### config.mk
export PLATFORM = sky130hd
export DESIGN_NAME = roundpack_add_arbiter_flat
export DESIGN_NICKNAME = d
export VERILOG_FILES = /design/src/rtl/roundpack_add_arbiter_if.sv /design/src/rtl/roundpack_add_arbiter.sv /design/src/flat_wrapper.sv
export SDC_FILE = /design/constraint.sdc
export NUM_CORES = 1
export LEC_CHECK = 0
export BUFFER_PORTS_ARGS = -buffer_cell sky130_fd_sc_hd__buf_2
export CAP_MARGIN = 25
export CORE_AREA = 2 2 256 258
export DETAILED_ROUTE_END_ITERATION = 8
export DIE_AREA = 0 0 258 260
export SETUP_SLACK_MARGIN = 0.2
export SYNTH_ARGS = -nofsm -noshare
export SYNTH_HDL_FRONTEND = slang
export SYNTH_SLANG_ARGS = --single-unit
### constraint.sdc
create_clock -name ap_clk -period 2.4 [get_ports ap_clk]
set_input_delay 0.48 -clock ap_clk [delete_from_list [all_inputs] [get_ports ap_clk]]
set_output_delay 0.48 -clock ap_clk [all_outputs]
set_load 0.1 [all_outputs]
### src/rtl/roundpack_add_arbiter_if.sv
// Requester/result bus and core-side bus for the shared roundAndPackFloat64_add arbiter.
// On the requester bus the arbiter is the slave; on the core bus the arbiter is the master.
interface roundpack_req_if #(
    parameter int N_REQ  = 4,
    parameter int FLAG_W = 32
);
    localparam int IDW = $clog2(N_REQ);

    logic [N_REQ-1:0]    req_valid;
    logic [N_REQ-1:0]    req_ready;
    logic [N_REQ-1:0]    req_sign;
    logic [12*N_REQ-1:0] req_exp;
    logic [64*N_REQ-1:0] req_sig;
    logic                rsp_valid;
    logic                rsp_ready;
    logic [IDW-1:0]      rsp_id;
    logic [63:0]         rsp_data;
    logic [FLAG_W-1:0]   rsp_flags;
    logic [FLAG_W-1:0]   flag_q;
    logic                flag_clr;

    modport master (
        output req_valid, req_sign, req_exp, req_sig, rsp_ready, flag_clr,
        input  req_ready, rsp_valid, rsp_id, rsp_data, rsp_flags, flag_q
    );
    modport slave (
        input  req_valid, req_sign, req_exp, req_sig, rsp_ready, flag_clr,
        output req_ready, rsp_valid, rsp_id, rsp_data, rsp_flags, flag_q
    );
endinterface

interface roundpack_core_if #(
    parameter int FLAG_W = 32
);
    logic              u_ap_start;
    logic              u_ap_done;
    logic              u_ap_idle;
    logic              u_ap_ready;
    logic              u_zSign;
    logic [11:0]       u_zExp;
    logic [63:0]       u_zSig;
    logic [FLAG_W-1:0] u_flag_i;
    logic [FLAG_W-1:0] u_flag_o;
    logic              u_flag_o_vld;
    logic [63:0]       u_ap_return;

    modport master (
        output u_ap_start, u_zSign, u_zExp, u_zSig, u_flag_i,
        input  u_ap_done, u_ap_idle, u_ap_ready, u_flag_o, u_flag_o_vld, u_ap_return
    );
    modport slave (
        input  u_ap_start, u_zSign, u_zExp, u_zSig, u_flag_i,
        output u_ap_done, u_ap_idle, u_ap_ready, u_flag_o, u_flag_o_vld, u_ap_return
    );
endinterface

### src/rtl/roundpack_add_arbiter.sv
// Round-robin arbiter sharing one roundAndPackFloat64_add core (ap_ctrl_hs) among N_REQ
// requesters; owns the sticky exception-flag register and tags each result with its owner.

// Per-requester operand lane: forwards its operands only when granted, so the
// lanes can be OR-reduced into a single operand bundle.
module roundpack_req_slice (
    input  logic        sel,
    input  logic        sign,
    input  logic [11:0] exp,
    input  logic [63:0] sig,
    output logic [76:0] op
);
    assign op = sel ? {sign, exp, sig} : '0;
endmodule

module roundpack_add_arbiter #(
    parameter int N_REQ  = 4,
    parameter int FLAG_W = 32
) (
    input  logic              ap_clk,
    input  logic              ap_rst_n,
    roundpack_req_if.slave    req_bus,
    roundpack_core_if.master  core
);
    localparam int IDW = $clog2(N_REQ);

    typedef enum logic [1:0] {S_IDLE, S_ISSUE, S_WAIT, S_RESP} state_t;

    state_t               state, state_nx;
    logic [IDW-1:0]       last_grant, gnt_idx, gnt_q;
    logic [N_REQ-1:0]     gnt_oh;
    logic                 any_req;
    logic                 accept, cap_done, rsp_hs, flag_wb;
    logic                 ap_start, rsp_valid;
    logic [N_REQ-1:0][76:0] lane_op;
    logic [76:0]          sel_op;
    logic                 z_sign;
    logic [11:0]          z_exp;
    logic [63:0]          z_sig;
    logic [FLAG_W-1:0]    flag_q, flag_snap, rsp_flags;
    logic [63:0]          rsp_data;
    logic                 unused_core_idle;

    // First requesting index after the last winner, wrapping around.
    always_comb begin
        logic [IDW-1:0] iv;
        gnt_idx = '0;
        any_req = 1'b0;
        iv      = '0;
        for (int k = 1; k <= N_REQ; k++) begin
            iv = IDW'((int'(last_grant) + k) % N_REQ);
            if (!any_req && req_bus.req_valid[iv]) begin
                any_req = 1'b1;
                gnt_idx = iv;
            end
        end
    end

    assign gnt_oh = N_REQ'(1) << gnt_idx;

    for (genvar i = 0; i < N_REQ; i++) begin : g_lane
        roundpack_req_slice u_lane (
            .sel  (gnt_oh[i]),
            .sign (req_bus.req_sign[i]),
            .exp  (req_bus.req_exp[12*i +: 12]),
            .sig  (req_bus.req_sig[64*i +: 64]),
            .op   (lane_op[i])
        );
    end

    always_comb begin
        sel_op = '0;
        for (int i = 0; i < N_REQ; i++) sel_op = sel_op | lane_op[i];
    end

    always_ff @(posedge ap_clk) begin
        if (!ap_rst_n) state <= S_IDLE;
        else           state <= state_nx;
    end

    always_comb begin
        state_nx  = state;
        accept    = 1'b0;
        cap_done  = 1'b0;
        rsp_hs    = 1'b0;
        ap_start  = 1'b0;
        rsp_valid = 1'b0;
        case (state)
            S_IDLE: begin
                // Gated by reset so no accept pulse escapes while reset is held.
                if (any_req && ap_rst_n) begin
                    accept   = 1'b1;
                    state_nx = S_ISSUE;
                end
            end
            S_ISSUE: begin
                ap_start = 1'b1;
                if (core.u_ap_ready) begin
                    if (core.u_ap_done) begin
                        cap_done = 1'b1;
                        state_nx = S_RESP;
                    end else begin
                        state_nx = S_WAIT;
                    end
                end
            end
            S_WAIT: begin
                if (core.u_ap_done) begin
                    cap_done = 1'b1;
                    state_nx = S_RESP;
                end
            end
            S_RESP: begin
                rsp_valid = 1'b1;
                if (req_bus.rsp_ready) begin
                    rsp_hs   = 1'b1;
                    state_nx = S_IDLE;
                end
            end
            default: state_nx = S_IDLE;
        endcase
    end

    assign flag_wb = core.u_flag_o_vld && (state == S_ISSUE || state == S_WAIT);

    always_ff @(posedge ap_clk) begin
        if (!ap_rst_n) begin
            last_grant <= IDW'(N_REQ - 1);
            gnt_q      <= '0;
            z_sign     <= 1'b0;
            z_exp      <= '0;
            z_sig      <= '0;
            flag_q     <= '0;
            flag_snap  <= '0;
            rsp_flags  <= '0;
            rsp_data   <= '0;
        end else begin
            if (accept) begin
                gnt_q                 <= gnt_idx;
                {z_sign, z_exp, z_sig} <= sel_op;
                flag_snap             <= flag_q;
                rsp_flags             <= '0;
            end
            if (cap_done) rsp_data <= core.u_ap_return;
            // Only bits this operation raised are reported; the core's write wins over a clear.
            if (flag_wb) begin
                rsp_flags <= core.u_flag_o & ~flag_snap;
                flag_q    <= core.u_flag_o;
            end else if (req_bus.flag_clr) begin
                flag_q    <= '0;
            end
            if (rsp_hs) last_grant <= gnt_q;
        end
    end

    assign req_bus.req_ready = accept ? gnt_oh : '0;
    assign req_bus.rsp_valid = rsp_valid;
    assign req_bus.rsp_id    = gnt_q;
    assign req_bus.rsp_data  = rsp_data;
    assign req_bus.rsp_flags = rsp_flags;
    assign req_bus.flag_q    = flag_q;

    assign core.u_ap_start = ap_start;
    assign core.u_zSign    = z_sign;
    assign core.u_zExp     = z_exp;
    assign core.u_zSig     = z_sig;
    assign core.u_flag_i   = flag_q;

    assign unused_core_idle = core.u_ap_idle;
endmodule

### src/flat_wrapper.sv
// flat-port wrapper written by rule: the top's interface ports become plain ports
module roundpack_add_arbiter_flat 
#(
    parameter int N_REQ  = 4,
    parameter int FLAG_W = 32
)
  (ap_clk, ap_rst_n, req_bus_req_valid, req_bus_req_sign, req_bus_req_exp, req_bus_req_sig, req_bus_rsp_ready, req_bus_flag_clr, req_bus_req_ready, req_bus_rsp_valid, req_bus_rsp_id, req_bus_rsp_data, req_bus_rsp_flags, req_bus_flag_q, core_u_ap_start, core_u_zSign, core_u_zExp, core_u_zSig, core_u_flag_i, core_u_ap_done, core_u_ap_idle, core_u_ap_ready, core_u_flag_o, core_u_flag_o_vld, core_u_ap_return);
  roundpack_req_if #(.N_REQ(N_REQ), .FLAG_W(FLAG_W)) req_bus_i ();
  roundpack_core_if #(.FLAG_W(FLAG_W)) core_i ();
  input  logic ap_clk;
  input  logic ap_rst_n;
  input wire logic [$bits(req_bus_i.req_valid)-1:0] req_bus_req_valid;
  input wire logic [$bits(req_bus_i.req_sign)-1:0] req_bus_req_sign;
  input wire logic [$bits(req_bus_i.req_exp)-1:0] req_bus_req_exp;
  input wire logic [$bits(req_bus_i.req_sig)-1:0] req_bus_req_sig;
  input wire logic [$bits(req_bus_i.rsp_ready)-1:0] req_bus_rsp_ready;
  input wire logic [$bits(req_bus_i.flag_clr)-1:0] req_bus_flag_clr;
  output wire logic [$bits(req_bus_i.req_ready)-1:0] req_bus_req_ready;
  output wire logic [$bits(req_bus_i.rsp_valid)-1:0] req_bus_rsp_valid;
  output wire logic [$bits(req_bus_i.rsp_id)-1:0] req_bus_rsp_id;
  output wire logic [$bits(req_bus_i.rsp_data)-1:0] req_bus_rsp_data;
  output wire logic [$bits(req_bus_i.rsp_flags)-1:0] req_bus_rsp_flags;
  output wire logic [$bits(req_bus_i.flag_q)-1:0] req_bus_flag_q;
  output wire logic [$bits(core_i.u_ap_start)-1:0] core_u_ap_start;
  output wire logic [$bits(core_i.u_zSign)-1:0] core_u_zSign;
  output wire logic [$bits(core_i.u_zExp)-1:0] core_u_zExp;
  output wire logic [$bits(core_i.u_zSig)-1:0] core_u_zSig;
  output wire logic [$bits(core_i.u_flag_i)-1:0] core_u_flag_i;
  input wire logic [$bits(core_i.u_ap_done)-1:0] core_u_ap_done;
  input wire logic [$bits(core_i.u_ap_idle)-1:0] core_u_ap_idle;
  input wire logic [$bits(core_i.u_ap_ready)-1:0] core_u_ap_ready;
  input wire logic [$bits(core_i.u_flag_o)-1:0] core_u_flag_o;
  input wire logic [$bits(core_i.u_flag_o_vld)-1:0] core_u_flag_o_vld;
  input wire logic [$bits(core_i.u_ap_return)-1:0] core_u_ap_return;
  assign req_bus_i.req_valid = req_bus_req_valid;
  assign req_bus_i.req_sign = req_bus_req_sign;
  assign req_bus_i.req_exp = req_bus_req_exp;
  assign req_bus_i.req_sig = req_bus_req_sig;
  assign req_bus_i.rsp_ready = req_bus_rsp_ready;
  assign req_bus_i.flag_clr = req_bus_flag_clr;
  assign req_bus_req_ready = req_bus_i.req_ready;
  assign req_bus_rsp_valid = req_bus_i.rsp_valid;
  assign req_bus_rsp_id = req_bus_i.rsp_id;
  assign req_bus_rsp_data = req_bus_i.rsp_data;
  assign req_bus_rsp_flags = req_bus_i.rsp_flags;
  assign req_bus_flag_q = req_bus_i.flag_q;
  assign core_u_ap_start = core_i.u_ap_start;
  assign core_u_zSign = core_i.u_zSign;
  assign core_u_zExp = core_i.u_zExp;
  assign core_u_zSig = core_i.u_zSig;
  assign core_u_flag_i = core_i.u_flag_i;
  assign core_i.u_ap_done = core_u_ap_done;
  assign core_i.u_ap_idle = core_u_ap_idle;
  assign core_i.u_ap_ready = core_u_ap_ready;
  assign core_i.u_flag_o = core_u_flag_o;
  assign core_i.u_flag_o_vld = core_u_flag_o_vld;
  assign core_i.u_ap_return = core_u_ap_return;
  roundpack_add_arbiter #(.N_REQ(N_REQ), .FLAG_W(FLAG_W)) u_core (.ap_clk(ap_clk), .ap_rst_n(ap_rst_n), .req_bus(req_bus_i), .core(core_i));
endmodule
## After elaboration in Yosys (flattened, before gate mapping)

Cells that the tools add are included.
W data, S select, Z words.

| storage, ports and cells | value |
|---|---|
| bits in latches | 0 |
| memories | 0 |
| bits in writable memories | 0 |
| bits in read-only memories | 0 |
| bits in registers | 243 |
| logic and storage cells | 84 |
| input bits | 416 |

| operators by class | value |
|---|---|
| magnitude comparators | 4 |
| reductions and logical operators | 13 |
| add/subtract/negate cells | 4 |
| shift-type cells | 1 |
| div/mod/pow operators | 0 |
| bitwise gates (word level) | 5 |
| equality and inequality tests | 7 |
| multipliers | 0 |
| muxes and demuxes | 40 |

Operator list:

| cell | number |
|---|---|
| $mux W77 | 4 |
| $or A77 B77 Y77 | 3 |
| $mux W32 | 4 |
| $and A32 B32 Y32 | 1 |
| $not A32 Y32 | 1 |
| $mux W1 | 17 |
| $mux W2 | 8 |
| $lt A2 B3 Y1 const B | 4 |
| $bmux W1 S2 | 4 |
| $pmux W2 S4 | 1 |
| $ne A2 B2 Y1 const B | 3 |
| $logic_and A1 B1 Y1 | 5 |
| $add A2 B1 Y2 const B | 2 |
| $add A2 B2 Y2 const B | 2 |
| $eq A2 B2 Y1 const B | 2 |
| $mux W4 | 1 |
| $reduce_and A4 Y1 | 1 |
| $reduce_bool A2 Y1 | 2 |
| $shl A1 B2 Y4 const A | 1 |
| $logic_not A1 Y1 | 3 |
| $eq A2 B1 Y1 const B | 1 |
| $logic_not A2 Y1 | 1 |
| $ne A2 B1 Y1 const B | 1 |
| $pmux W1 S2 | 1 |
| $logic_or A1 B1 Y1 | 1 |

## Logic depth before layout (Yosys ltp)

Gate-level depths: netlist of run 1.

| depth | value |
|---|---|
| word-level depth | 18 |
| gate-level depth with buffers | 9 |
| depth with buffers taken out | 7 |

## Hierarchy

From an unflattened synthesis of run 1, not the netlist that was laid out.

| second synthesis, totals | value |
|---|---|
| cells, all modules | 1469 |
| area total of the unflattened synthesis | 11959.0 µm² |

Modules (own cells, without submodules):

| module | times used | area an instance (µm²) | sequential area each (µm²) | cells each |
|---|---|---|---|---|
| roundpack_add_arbiter | 1 | 9771.9 | 4864.7 | 1129 |
| roundpack_req_slice | 4 | 546.8 | 0.0 | 85 |

## Least setup slack after synthesis of run 1

No wires, ideal clock.

| timing | value |
|---|---|
| path type | input port to output port |
| from | input port req_bus_req_valid[2] |
| to | output port req_bus_req_ready[1] |
| setup slack | -1.595 ns |
| stages on the path | 6 |
| path buffers | 2 |
| data arrival time | 3.515 ns |
| cells stage by stage | nand2b_1 -> a21oi_1 -> a211o_1 -> buf_6 -> clkbuf_1 -> nor3b_1 |

| on the way | value |
|---|---|
| cells in the longest elaborated chain, start to end | 16 |
| elaborated cells between the ends (all ways) | 27 |
| classes of those cells | shift (1); mux (19); reduce/logical (7) |

RTL lines:

| item | line | source |
|---|---|---|
| from (decl) | flat_wrapper.sv:12 | `input wire logic [$bits(req_bus_i.req_valid)-1:0] req_bus_req_valid;` |
| $bmux W1 S2 | roundpack_add_arbiter.sv:52 | `if (!any_req && req_bus.req_valid[iv]) begin` |
| $mux W1 (not written as such) | roundpack_add_arbiter.sv:52 |  |
| $mux W1 | roundpack_add_arbiter.sv:52 |  |
| $logic_not A1 Y1 | roundpack_add_arbiter.sv:52 |  |
| $logic_and A1 B1 Y1 | roundpack_add_arbiter.sv:52 |  |
| $mux W1 | roundpack_add_arbiter.sv:52 |  |
| $logic_not A1 Y1 | roundpack_add_arbiter.sv:52 |  |
| $logic_and A1 B1 Y1 | roundpack_add_arbiter.sv:52 |  |
| $mux W1 | roundpack_add_arbiter.sv:52 |  |
| $logic_not A1 Y1 | roundpack_add_arbiter.sv:52 |  |
| $logic_and A1 B1 Y1 | roundpack_add_arbiter.sv:52 |  |
| $mux W1 | roundpack_add_arbiter.sv:52 |  |
| $logic_and A1 B1 Y1 | roundpack_add_arbiter.sv:91 | `if (any_req && ap_rst_n) begin` |
| $mux W1 | roundpack_add_arbiter.sv:91 |  |
| $mux W1 | roundpack_add_arbiter.sv:88 | `case (state)` |
| $mux W4 * | roundpack_add_arbiter.sv:156 | `assign req_bus.req_ready = accept ? gnt_oh : '0;` |
| to (decl) | flat_wrapper.sv:18 | `output wire logic [$bits(req_bus_i.req_ready)-1:0] req_bus_req_ready;` |

Every way passes the cells marked *; elsewhere a longest branch is shown, timed or not. The select of a mux whose other input is x is not followed.

## Worst setup path in the final report of run 1

| timing | value |
|---|---|
| from | register u_core.last_grant[1] |
| to | output port req_bus_req_ready[1] |

| on the way | value |
|---|---|
| cells in the longest elaborated chain, start to end | 17 |
| elaborated cells between the ends (all ways) | 31 |
| classes of those cells | add/sub (4); shift (1); mux (19); reduce/logical (7) |

RTL lines:

| item | line | source |
|---|---|---|
| from (decl) | roundpack_add_arbiter.sv:30 | `logic [IDW-1:0] last_grant, gnt_idx, gnt_q;` |
| from (signal assigned) | roundpack_add_arbiter.sv:128 | `last_grant <= IDW'(N_REQ - 1);` |
| from (signal assigned) | roundpack_add_arbiter.sv:152 | `if (rsp_hs) last_grant <= gnt_q;` |
| $add A2 B1 Y2 | roundpack_add_arbiter.sv:51 | `iv = IDW'((int'(last_grant) + k) % N_REQ);` |
| $bmux W1 S2 | roundpack_add_arbiter.sv:52 |  |
| $mux W1 (not written as such) | roundpack_add_arbiter.sv:52 |  |
| $mux W1 | roundpack_add_arbiter.sv:52 |  |
| $logic_not A1 Y1 | roundpack_add_arbiter.sv:52 |  |
| $logic_and A1 B1 Y1 | roundpack_add_arbiter.sv:52 |  |
| $mux W1 | roundpack_add_arbiter.sv:52 |  |
| $logic_not A1 Y1 | roundpack_add_arbiter.sv:52 |  |
| $logic_and A1 B1 Y1 | roundpack_add_arbiter.sv:52 |  |
| $mux W1 | roundpack_add_arbiter.sv:52 |  |
| $logic_not A1 Y1 | roundpack_add_arbiter.sv:52 |  |
| $logic_and A1 B1 Y1 | roundpack_add_arbiter.sv:52 |  |
| $mux W1 | roundpack_add_arbiter.sv:52 |  |
| $logic_and A1 B1 Y1 | roundpack_add_arbiter.sv:91 |  |
| $mux W1 | roundpack_add_arbiter.sv:91 |  |
| $mux W1 | roundpack_add_arbiter.sv:88 |  |
| $mux W4 * | roundpack_add_arbiter.sv:156 |  |

Marked as above.

==> results.md, run 1 <==
| Quantity | Value |
| --- | --- |
| NumNets Final | 2,356 |
| Post-synth ARST share | 0 |
| Violations in the final reports | negative setup slack |
| Worst Reg-to-Reg Cells | 8 |
| Number of maximum-capacitance constraint violations | 0 |
| Number of port buffers | 659 |
| PD cells | 1270 nW/um2 |
| Launch point of the worst reg-to-reg path | u_core.last_grant[1]$_SDFFE_PN1P_ |
| Status | finished, violations left |
| Power after layout | 22.3 mW |
| Reg2Reg Setup Slack | 240 ps |
| Number of optimization iterations in the first detailed-route pass | 5 |
| Maximum frequency from static timing analysis | 406 MHz |
| # DRC | 0 |
| Syn_nets | 1,728 |
| Number of warning messages in the yosys log | 0 |
| Die height | 260 um |
| Total GRT Usage | 0.135 |
| Grt ovf | 0 |
| Area leader, netlist | sky130_fd_sc_hd__dfxtp_1 |
| Final-report max-slew violation count | 0 |
| Wire length of the first global-routing pass | 68.9 mm |
| Design internal power | 10.5 mW |
| Worst hold path type | in2reg |
| Synthesized area per cell | 9.19 um2 |
| Largest net degree at the start of global routing | 162 |
| Kind of end point of the critical path | primary output |
| Post-Place Cells | 2,754 |
| Part of the cycle the worst path needs | 1.03 |
| Setup repair after global routing missed its margin | yes |
| Initial core utilization | 0.187 |
| Classification of the worst setup path | reg2out |
| Number of hold-slack violations in the final timing report | 0 |
| Worst setup SP type | flop |
| Post-synthesis cell type count | 42 |
| Final wirelength | 48.6 mm |
| Time the final worst path needs with I/O delays and setup | 2460 ps |
| Hold_ws | 132 ps |
| Number of nets with antenna violations after detailed routing | 0 |
| Most common cell in the synthesized netlist | sky130_fd_sc_hd__dfxtp_1 |
| Post-detailed-placement half-perimeter wirelength | 37.6 mm |
| Clock tree from TritonCTS | done |
| Maximum resistive drop on vdd | 0.809 mV |
| Gate power share | 0.531 |
| Destination of the worst register-to-register timing path | u_core.core.u_zSig[3]$_SDFFE_PN0P_ |
| Worst slew pin tran | 845 ps |
| DR WL/cell | 17.2 um |
| Critical Path RT | 1920 ps |
| CORE AREA | 64,100 um2 |
| Leakage | 7.63 nW |
| Clk pin slew, worst setup/hold paths | 60 ps |
| Number of enable flip-flop cells after synthesis | 0 |
| Cell types with the largest area share after synthesis | sky130_fd_sc_hd__dfxtp_1 41%, sky130_fd_sc_hd__mux2i_1 13%, sky130_fd_sc_hd__a21boi_0 8.0% |
| Setup clock skew after layout | 15.9 ps |
| Total standard cell area after synthesis | 12,000 um2 |
| Die Wd | 258 um |
| Share of the yosys chip area belonging to registers | 0.405 |
| Post-DR vias/cell | 4.14 |
| Core Rows | 93 |
| Total net switching power | 11.8 mW |
| Fill cell instance count of the final layout | 6,939 |
| Final setup viols | 4 |
| Cells after Synth | 1,307 |
| # hold bufs at CTS | 0 |
| Normalized max-slew margin | 0.436 |
| Count of H-tree levels built during CTS | 1 |
| Number of antenna violations at the first check in global routing | 22 |
| Proportion of power drawn by the clock network | 0.224 |
| Synth cell count leaders | 243 x sky130_fd_sc_hd__dfxtp_1, 232 x sky130_fd_sc_hd__nand2_1, 155 x sky130_fd_sc_hd__mux2i_1, 128 x sky130_fd_sc_hd__a21boi_0, 114 x sky130_fd_sc_hd__nand3_1 |
| Synth-to-Final Area Change | 45.8% |
| Synth Register Bits | 243 |
| Number of ports placed on the die boundary | 661 |
| Placer congestion estimate | 0.804 |
| Vias | 11,700 |
| Initial drt markers | 527 |
| Max Fanout on Critical Path | 20 |
| Cell count of the worst hold path | 3 |
| Die area | 67,100 um2 |
| Non-filler instance count after layout | 2,818 |
| Max Buffers Root-to-Sink | 3 |
| Root cell of the clock tree | sky130_fd_sc_hd__clkbuf_16 |
| Register share of total power | 0.245 |
| Vias in the first global route | 11,100 |
| Fraction of final layout cells sized beyond drive strength 1 | 0.459 |
| Hold wc startpoint | core_u_ap_return[44] |
| Number of buffers inserted during clock tree synthesis | 29 |
| Worst Hold End | u_core.req_bus.rsp_data[44]$_SDFFE_PN0P_ |
| WP data arrival | 1980 ps |
| Switching portion of total power | 0.530 |
| Worst-Skew Late Latency | 590 ps |
| Fin worst setup slack | -64.0 ps |
| Top-area cell type share of the netlist area | 0.405 |
| Count of clock tree sinks | 243 |
| Leading register cell type out of synthesis | sky130_fd_sc_hd__dfxtp_1 |
## final cells by class
cell class,count,area [um2],share of cell area
flip-flops and latches,243,4870,0.278
repair buffers,738,4160,0.238
multi-input cells,916,6290,0.359
inverters,7,26.3,0.00150
well taps,855,1070,0.0611
diodes,7,17.5,0.00100
clock inverters,13,241,0.0138
clock buffers,39,833,0.0476
## critical path, cell delays in order (launching register included)
cell	delay, ps
sky130_fd_sc_hd__dfxtp_4	370
sky130_fd_sc_hd__nor3b_2	250
sky130_fd_sc_hd__a211oi_4	80
sky130_fd_sc_hd__buf_12	170
sky130_fd_sc_hd__nor3b_4	270
sky130_fd_sc_hd__buf_12	210
## per-layer routing
layer / vias to the layer above / track usage / share of wire
li1: 5775 / - / -
met1: 5360 / 0.155 / 0.39
met2: 439 / 0.231 / 0.48
met3: 93 / 0.0404 / 0.080
met4: 4 / 0.0615 / 0.045
met5: - / 0 / 0.00047
## how the worst max path moves through the flow
stage | startpoint | to | slack [ps] | cells after the start
3_3_place_gp | req_bus_req_valid[0] | u_core.core.u_zSig[42]$_SDFFE_PN0P_ | 5 | 9
4_1_cts | u_core.last_grant[0]$_SDFFE_PN1P_ | req_bus_req_ready[2] | -160 | 5
2_1_floorplan | req_bus_req_valid[2] | req_bus_req_ready[1] | -30 | 6
3_5_place_dp | req_bus_req_valid[0] | u_core.core.u_zSig[42]$_SDFFE_PN0P_ | -10 | 9
6_report | u_core.last_grant[1]$_SDFFE_PN1P_ | req_bus_req_ready[1] | -60 | 5
5_1_grt | u_core.last_grant[0]$_SDFFE_PN1P_ | req_bus_req_ready[2] | -160 | 5
## logic make-up after synthesis
kind of cell / count (synthesis) / share of synthesized area
AND/OR/NAND/NOR: 429 / 0.170
AO/OA/AOI/OAI: 250 / 0.138
flip-flops: 243 / 0.405
multiplexers: 232 / 0.201
buffers and inverters: 148 / 0.0811
adder cells (fa/ha/maj): 5 / 0.00521
## flip-flops by register name (all words and copies together) (netlist names)
signal	cells
u_core.core.u_zSig	64
u_core.req_bus.rsp_data	64
u_core.core.u_flag_i	32
u_core.flag_snap	32
u_core.req_bus.rsp_flags	32
u_core.core.u_zExp	12
u_core.last_grant	2
u_core.req_bus.rsp_id	2
u_core.state	2
u_core.core.u_zSign	1
## power groups by stage
stage	clock (mW)	combinational [mW]	sequential, mW
finish	4.98	11.8	5.46
global route	5.31	12.4	5.57
CTS	5.14	11.9	5.46
global placement	0	11.8	5.52
floorplan	0	3.62	11.3
detailed placement	0	11.8	5.54
## what timing repair did
item	in CTS	in global routing
gates resized for setup	11	4
setup buffers	4	0
endpoints found under the setup margin	6	12
gates cloned	1	0
pin swaps	4	0
## metrics by stage
step,setup TNS (ps),area [um2],worst slack [ps],utilization
3_3_place_gp,0,16300,5.26,0.254
5_1_grt,-606,17500,-162,0.273
2_1_floorplan,-38.4,12100,-26.1,-
6_report,-245,17500,-64.0,0.273
4_1_cts,-549,17500,-158,0.272
3_5_place_dp,-9.68,16300,-9.68,0.254
## layout by cell type, fill, tap and decap left out, types with 2 or more instances in the layout
cell type / instances
sky130_fd_sc_hd__a21boi_0: 128
sky130_fd_sc_hd__inv_1: 7
sky130_fd_sc_hd__buf_4: 64
sky130_fd_sc_hd__clkinvlp_4: 3
sky130_fd_sc_hd__nand3b_1: 64
sky130_fd_sc_hd__buf_2: 652
sky130_fd_sc_hd__clkbuf_16: 29
sky130_fd_sc_hd__and3_4: 2
sky130_fd_sc_hd__clkbuf_8: 7
sky130_fd_sc_hd__nor2_1: 4
sky130_fd_sc_hd__dfxtp_4: 2
sky130_fd_sc_hd__clkinv_2: 2
sky130_fd_sc_hd__clkbuf_1: 3
sky130_fd_sc_hd__mux2_2: 77
sky130_fd_sc_hd__nand3_1: 113
sky130_fd_sc_hd__buf_6: 4
sky130_fd_sc_hd__nand2b_4: 2
sky130_fd_sc_hd__diode_2: 7
sky130_fd_sc_hd__buf_12: 17
sky130_fd_sc_hd__dfxtp_1: 241
sky130_fd_sc_hd__o21ai_2: 12
sky130_fd_sc_hd__mux2i_1: 155
sky130_fd_sc_hd__o21ai_1: 66
sky130_fd_sc_hd__nand2_1: 230
sky130_fd_sc_hd__bufinv_16: 6
sky130_fd_sc_hd__ha_1: 3
sky130_fd_sc_hd__o21ai_0: 33
Note: power is estimated with default switching activity, not from simulation.
==> run 2, diff against run 1 <==
--- a/config.mk
+++ b/config.mk
@@ -7,9 +7,12 @@
 export LEC_CHECK = 0
 export BUFFER_PORTS_ARGS = -buffer_cell sky130_fd_sc_hd__buf_2
 export CAP_MARGIN = 25
+export CELL_PAD_IN_SITES_DETAIL_PLACEMENT = 0
+export CELL_PAD_IN_SITES_GLOBAL_PLACEMENT = 1
 export CORE_AREA = 2 2 256 258
 export DETAILED_ROUTE_END_ITERATION = 8
 export DIE_AREA = 0 0 258 260
+export PLACE_DENSITY_LB_ADDON = 0.1
 export SETUP_SLACK_MARGIN = 0.2
 export SYNTH_ARGS = -nofsm -noshare
 export SYNTH_HDL_FRONTEND = slang
==> run 2 against run 1 <==
Effect of this change:
- the run now ends clean
- wire length increased by 8.3%
- sequential cell count unchanged
- utilization decreased by 0.16 points
- final cell count decreased by 0.71%
- clock power increased by 6.8%
- final area decreased by 0.59%
- non-clock buffer count decreased by 29
- die area unchanged
- sequential share of layout area increased by 0.17 points
- worst setup slack improved by 110 ps
- critical path type unchanged
- critical endpoint is now req_bus_req_ready[3]
==> results.md, run 2 (same netlist as run 1, synthesis figures left out) <==
| Quantity | Value | Change |
| --- | --- | --- |
| DRT met1 WL | 19.9 mm | +4.4% |
| Clk pin slew, worst setup/hold paths | 60 ps | about the same |
| Time the final worst path needs with I/O delays and setup | 2360 ps | -106 ps |
| Core Rows | 93 | unchanged |
| Fraction of final layout cells sized beyond drive strength 1 | 0.452 | -0.00611 |
| WP data arrival | 1880 ps | -100 ps |
| Worst-Skew Late Latency | 540 ps | -50 ps |
| Maximum resistive drop on vdd | 0.590 mV | -27% |
| Wire length on met3 | 4.47 mm | +15% |
| Max Fanout on Critical Path | 5 | -75% |
| Final wirelength | 52.6 mm | +8.3% |
| Cell Chain, Critical Path | o21a_1 -> a211oi_4 -> buf_12 -> and3_4 -> buf_12 |  |
| Synth-to-Final Area Change | 44.9% |  |
| Initial core utilization | 0.187 | unchanged |
| Commonest cells after routing, fill and taps aside | 652 x sky130_fd_sc_hd__buf_2, 241 x sky130_fd_sc_hd__dfxtp_1, 230 x sky130_fd_sc_hd__nand2_1 |  |
| Wire length of the first global-routing pass | 74.8 mm | +8.5% |
| Vias in the first global route | 11,500 | +3.5% |
| Die height | 260 um | unchanged |
| Routed length on met2 | 26.8 mm | +15% |
| CORE AREA | 64,100 um2 | unchanged |
| Final-report max-slew violation count | 0 | unchanged |
| Destination of the worst register-to-register timing path | u_core.core.u_zSig[36]$_SDFFE_PN0P_ |  |
| Final setup viols | 0 | -4 |
| Grt ovf | 0 | unchanged |
| Leakage | 7.55 nW | -1.1% |
| Number of nets with antenna violations after detailed routing | 0 | unchanged |
| Count of H-tree levels built during CTS | 2 | +1 |
| Launch point of the worst reg-to-reg path | u_core.last_grant[1]$_SDFFE_PN1P_ |  |
| Status | completed |  |
| Placer congestion estimate | 0.811 | +0.96% |
| Classification of the worst setup path | reg2out |  |
| Worst hold path type | in2reg |  |
| Number of optimization iterations in the first detailed-route pass | 4 | -1 |
| Die area | 67,100 um2 | unchanged |
| Highest cell delay on the worst timing path | 360 ps | about the same |
| DR WL/cell | 18.8 um | +9.0% |
| Normalized max-slew margin | 0.387 | -0.0493 |
| Largest net degree at the start of global routing | 88 | -46% |
| Most frequent standard cell in the layout excluding fill and tap cells | sky130_fd_sc_hd__buf_2 |  |
| Cell area after placement | 16,100 um2 | -1.1% |
| Cell at the slowest stage of the critical path | sky130_fd_sc_hd__dfxtp_4 |  |
| Setup repair after global routing missed its margin | yes |  |
| Maximum frequency from static timing analysis | 424 MHz | +4.5% |
| Highest metal used | met5 |  |
| Hold wc startpoint | core_u_ap_return[37] |  |
| Number of antenna violations at the first check in global routing | 24 | +9.1% |
| Most used cell, CP | sky130_fd_sc_hd__buf_12 |  |
| Post-DR vias/cell | 4.11 | -0.83% |
| Final standard cell area without fillers | 17,400 um2 | -0.59% |
| Vias | 11,500 | -1.5% |
| Worst setup SP type | flop |  |
| Number of buffers inserted during clock tree synthesis | 34 | +17% |
| Worst Hold End | u_core.req_bus.rsp_data[37]$_SDFFE_PN0P_ |  |
| Initial drt markers | 407 | -23% |
| # hold bufs at CTS | 0 | unchanged |
| Number of ports placed on the die boundary | 661 | unchanged |
| # DRC | 0 | unchanged |
| Clock tree from TritonCTS | done |  |
| Critical Path RT | 1920 ps | about the same |
| PD cells | 1300 nW/um2 | +2.2% |
| Number of hold-slack violations in the final timing report | 0 | unchanged |
| Cell count of the worst hold path | 3 | unchanged |
| Count of clock tree sinks | 243 | unchanged |
| NumNets Final | 2,332 | -1.0% |
| Number of maximum-capacitance constraint violations | 0 | unchanged |
| Total GRT Usage | 0.148 | +0.0133 |
| Max Buffers Root-to-Sink | 3 | unchanged |
| Reg2Reg Setup Slack | 270 ps | +30 ps |
| Part of the cycle the worst path needs | 0.982 | -0.0444 |
| Setup clock skew after layout | 26.2 ps | +10.3 ps |
| Worst Reg-to-Reg Cells | 9 | +1 |
| Number of port buffers | 659 | unchanged |
| Worst slew pin tran | 919 ps | +74.0 ps |
| Non-filler instance count after layout | 2,798 | -0.71% |
| Post-Place Cells | 2,725 | -1.1% |
| Root cell of the clock tree | sky130_fd_sc_hd__clkbuf_16 |  |
| Post-detailed-placement half-perimeter wirelength | 39.6 mm | +5.2% |
| Kind of end point of the critical path | primary output |  |
| Die Wd | 258 um | unchanged |
## run 2: cell count changes in the layout (fill, tap and decap cells not counted), sizes merged, moves of 2 or more
| cell | before | now |
|---|---|---|
| buf | 737 | 709 |
| bufinv | 6 | 3 |
| clkbuf | 39 | 51 |
| clkinv | 2 | 6 |
| clkinvlp | 3 | 1 |
| inv | 9 | 7 |
## run 2: power breakdown
group	internal [mW]	switching (mW)	total (mW)
Combinational	2.33	9.55	11.9
Sequential	4.94	0.495	5.44
Clock	3.31	2.00	5.32
## run 2: repair_timing
item	in CTS	in global routing
resized for setup	12	1
pin swaps	5	1
gates cloned	0	0
setup buffers	5	0
endpoints found under the setup margin	6	14
## run 2: through the flow
stage	power [mW]	setup TNS [ps]	hold WS [ps]	util	setup slack, ps
2_1_floorplan	15.0	-38.4	431	-	-26.1
3_3_place_gp	17.5	-1200	440	0.251	-71.6
3_5_place_dp	17.5	-2310	446	0.251	-96.4
4_1_cts	23.1	-66.2	141	0.271	-24.4
5_1_grt	23.8	-230	161	0.271	-62.6
6_report	22.6	0	186	0.271	42.5
## run 2: cell type report
class / instances / area [um2]
fillers: 7006 / 46700
multi-input cells: 916 / 6290
flip-flops and latches: 243 / 4870
repair buffers: 709 / 3940
well taps: 855 / 1070
clock buffers: 51 / 1040
clock inverters: 10 / 150
inverters: 7 / 26.3
diodes: 7 / 17.5
## run 2: critical path, delay by kind of cell (launching register included)
family / cells / cell delay, ps
AND/OR/NAND/NOR: 1 / 200
flip-flops: 1 / 360
AO/OA/AOI/OAI: 2 / 430
buffers and inverters: 2 / 340
## run 2: how the worst max path moves through the flow
stage	from	endpoint	slack [ps]	cells past startpoint
4_1_cts	u_core.last_grant[1]$_SDFFE_PN1P_	req_bus_req_ready[3]	-20	5
2_1_floorplan	req_bus_req_valid[2]	req_bus_req_ready[1]	-30	6
5_1_grt	u_core.last_grant[0]$_SDFFE_PN1P_	req_bus_req_ready[0]	-60	5
3_3_place_gp	req_bus_req_valid[2]	req_bus_req_ready[3]	-70	8
6_report	u_core.last_grant[1]$_SDFFE_PN1P_	req_bus_req_ready[3]	40	5
3_5_place_dp	req_bus_req_valid[2]	u_core.core.u_zSig[13]$_SDFFE_PN0P_	-100	7
## run 2: metal layers
metal / GRT usage / vias to the layer above
met5: 0 / -
met4: 0.0419 / 14
met3: 0.0551 / 89
met2: 0.271 / 372
met1: 0.159 / 5293
li1: - / 5724
==> run 3, diff against run 2 <==
--- a/config.mk
+++ b/config.mk
@@ -10,6 +10,7 @@
 export CELL_PAD_IN_SITES_DETAIL_PLACEMENT = 0
 export CELL_PAD_IN_SITES_GLOBAL_PLACEMENT = 1
 export CORE_AREA = 2 2 256 258
+export CTS_BUF_LIST = sky130_fd_sc_hd__clkbuf_8 sky130_fd_sc_hd__clkbuf_16
 export DETAILED_ROUTE_END_ITERATION = 8
 export DIE_AREA = 0 0 258 260
 export PLACE_DENSITY_LB_ADDON = 0.1
==> run 3 against run 2 <==
Effect of this change:
- critical path depth stayed put
- wire length about the same
- clock skew barely moved
- highest routed layer unchanged
==> results.md, run 3 (same netlist as run 1, synthesis figures left out) <==
| Quantity | Value | Change |
| --- | --- | --- |
| Initial drt markers | 408 | +0.25% |
| Number of antenna violations at the first check in global routing | 24 | unchanged |
| DR WL/cell | 18.8 um | about the same |
| # DRC | 0 | unchanged |
| Number of optimization iterations in the first detailed-route pass | 4 | unchanged |
| Final setup viols | 0 | unchanged |
| Time the final worst path needs with I/O delays and setup | 2360 ps | unchanged |
| # hold bufs at CTS | 0 | unchanged |
| Worst-case setup slack after placement | -96.4 ps | unchanged |
| Most used cell, CP | sky130_fd_sc_hd__buf_12 |  |
| Number of nets with antenna violations after detailed routing | 0 | unchanged |
| WP data arrival | 1880 ps | about the same |
| Grt ovf | 0 | unchanged |
| Commonest cells after routing, fill and taps aside | 652 x sky130_fd_sc_hd__buf_2, 241 x sky130_fd_sc_hd__dfxtp_1, 230 x sky130_fd_sc_hd__nand2_1 |  |
| Count of buffer and inverter cells on the critical path | 2 | unchanged |
| Number of ports placed on the die boundary | 661 | unchanged |
| Count of clock tree sinks | 243 | unchanged |
| Critical Path RT | 1920 ps | about the same |
| Vias in the first global route | 11,500 | unchanged |
| Count of H-tree levels built during CTS | 2 | unchanged |
| Synth-to-Final Area Change | 44.9% | unchanged |
| Number of maximum-capacitance constraint violations | 0 | unchanged |
| Leakage | 7.57 nW | +0.33% |
| Post-detailed-placement half-perimeter wirelength | 39.6 mm | unchanged |
| Die height | 260 um | unchanged |
| Maximum resistive drop on vdd | 0.590 mV | unchanged |
| Maximum frequency from static timing analysis | 424 MHz | unchanged |
| Proportion of power drawn by the clock network | 0.234 | about the same |
| Setup clock skew after layout | 26.2 ps | +0.0558 ps |
| Largest net degree at the start of global routing | 88 | unchanged |
| Number of buffers inserted during clock tree synthesis | 34 | unchanged |
| Non-filler instance count after layout | 2,798 | unchanged |
| Post-Place Cells | 2,725 | unchanged |
| Switching portion of total power | 0.533 | +0.000651 |
| Core Rows | 93 | unchanged |
| Register share of total power | 0.241 | about the same |
| PD cells | 1300 nW/um2 | -0.10% |
| Wire length of the first global-routing pass | 74.8 mm | unchanged |
| Fin worst setup slack | 42.5 ps | unchanged |
| Clk pin slew, worst setup/hold paths | 60 ps | about the same |
| Number of hold-slack violations in the final timing report | 0 | unchanged |
| CORE AREA | 64,100 um2 | unchanged |
| Power after layout | 22.6 mW | -0.10% |
| Classification of the worst setup path | reg2out |  |
| Vias | 11,500 | -0.0087% |
| Normalized max-slew margin | 0.388 | +0.000880 |
| Placer congestion estimate | 0.811 | unchanged |
| Reg area | 4870 um2 | unchanged |
| Most frequent standard cell in the layout excluding fill and tap cells | sky130_fd_sc_hd__buf_2 |  |
| Final Core Density | 0.271 | unchanged |
| Final-report max-slew violation count | 0 | unchanged |
| Final standard cell area without fillers | 17,400 um2 | unchanged |
| Gate power share | 0.525 | about the same |
| Worst-Skew Late Latency | 540 ps | about the same |
| Final wirelength | 52.6 mm | about the same |
| Hold_ws | 186 ps | -0.00700 ps |
| Die Wd | 258 um | unchanged |
| Initial core utilization | 0.187 | unchanged |
| Fraction of final layout cells sized beyond drive strength 1 | 0.452 | unchanged |
| Largest delay contributor family on the critical path | compound AO/OA/AOI/OAI gates |  |
| Setup repair after global routing missed its margin | yes |  |
| NumNets Final | 2,332 | unchanged |
| Kind of end point of the critical path | primary output |  |
| Design internal power | 10.6 mW | -0.24% |
| Die area | 67,100 um2 | unchanged |
| Max Buffers Root-to-Sink | 3 | unchanged |
| Post-route setup TNS | 0 ps | unchanged |
| Fill cell instance count of the final layout | 7,006 | unchanged |
| Worst setup SP type | flop |  |
| Post-DR vias/cell | 4.11 | about the same |
| Status | completed |  |
| Cell at the slowest stage of the critical path | sky130_fd_sc_hd__dfxtp_4 |  |
| Clock tree from TritonCTS | done |  |
| Cell Chain, Critical Path | o21a_1 -> a211oi_4 -> buf_12 -> and3_4 -> buf_12 |  |
| Total net switching power | 12.1 mW | about the same |
| Root cell of the clock tree | sky130_fd_sc_hd__clkbuf_16 |  |
| Max Fanout on Critical Path | 5 | unchanged |
| Cell area after placement | 16,100 um2 | unchanged |
| Area taken by multi-input logic gates | 6290 um2 | unchanged |
| Highest cell delay on the worst timing path | 360 ps | about the same |
| Part of the cycle the worst path needs | 0.982 | unchanged |
| Total GRT Usage | 0.148 | unchanged |
| Number of port buffers | 659 | unchanged |
| Worst hold path type | in2reg |  |
| Worst slew pin tran | 918 ps | -1.32 ps |
-- run 3: cell type report --
cell class              instances  area share
inverters                       7     0.00151
diodes                          7     0.00101
repair buffers                709       0.227
flip-flops and latches        243       0.280
clock buffers                  45      0.0582
well taps                     855      0.0615
clock inverters                16     0.00992
multi-input cells             916       0.361
-- run 3: path summary, 6_finish.rpt --
check                                     startpoint                                        to  slack, ps  cells past startpoint
hold / removal                  core_u_ap_return[37]  u_core.req_bus.rsp_data[37]$_SDFFE_PN0P_        190                      3
hold reg to reg   u_core.core.u_zExp[7]$_SDFFE_PN0P_        u_core.core.u_zExp[7]$_SDFFE_PN0P_        450                      2
setup reg to reg   u_core.last_grant[1]$_SDFFE_PN1P_       u_core.core.u_zSig[36]$_SDFFE_PN0P_        270                      9
setup / recovery   u_core.last_grant[1]$_SDFFE_PN1P_                      req_bus_req_ready[3]         40                      5
-- run 3: timing repair --
action	in CTS	in global routing
setup endpoints to repair	6	14
resized for setup	12	1
pin swaps	5	1
buffers inserted	5	0
-- run 3: power groups by stage --
stage,clock network (mW),logic (mW),registers (mW)
detailed placement,0,12.0,5.54
global placement,0,12.0,5.50
CTS,5.54,12.1,5.46
floorplan,0,3.62,11.3
finish,5.29,11.9,5.44
global route,5.69,12.5,5.57
-- run 3: per-layer routing --
layer,wire length [um],up-vias,part of all wire,GRT usage
met3,4470,89,0.085,0.0551
met1,19900,5292,0.38,0.159
met5,101,-,0.0019,0
met4,1260,14,0.024,0.0419
li1,-,5724,-,-
met2,26800,372,0.51,0.271
-- run 3: worst min-delay path, stage by stage --
cell	delay [ps]
sky130_fd_sc_hd__buf_2	90
sky130_fd_sc_hd__nand2_1	40
sky130_fd_sc_hd__a21boi_0	60
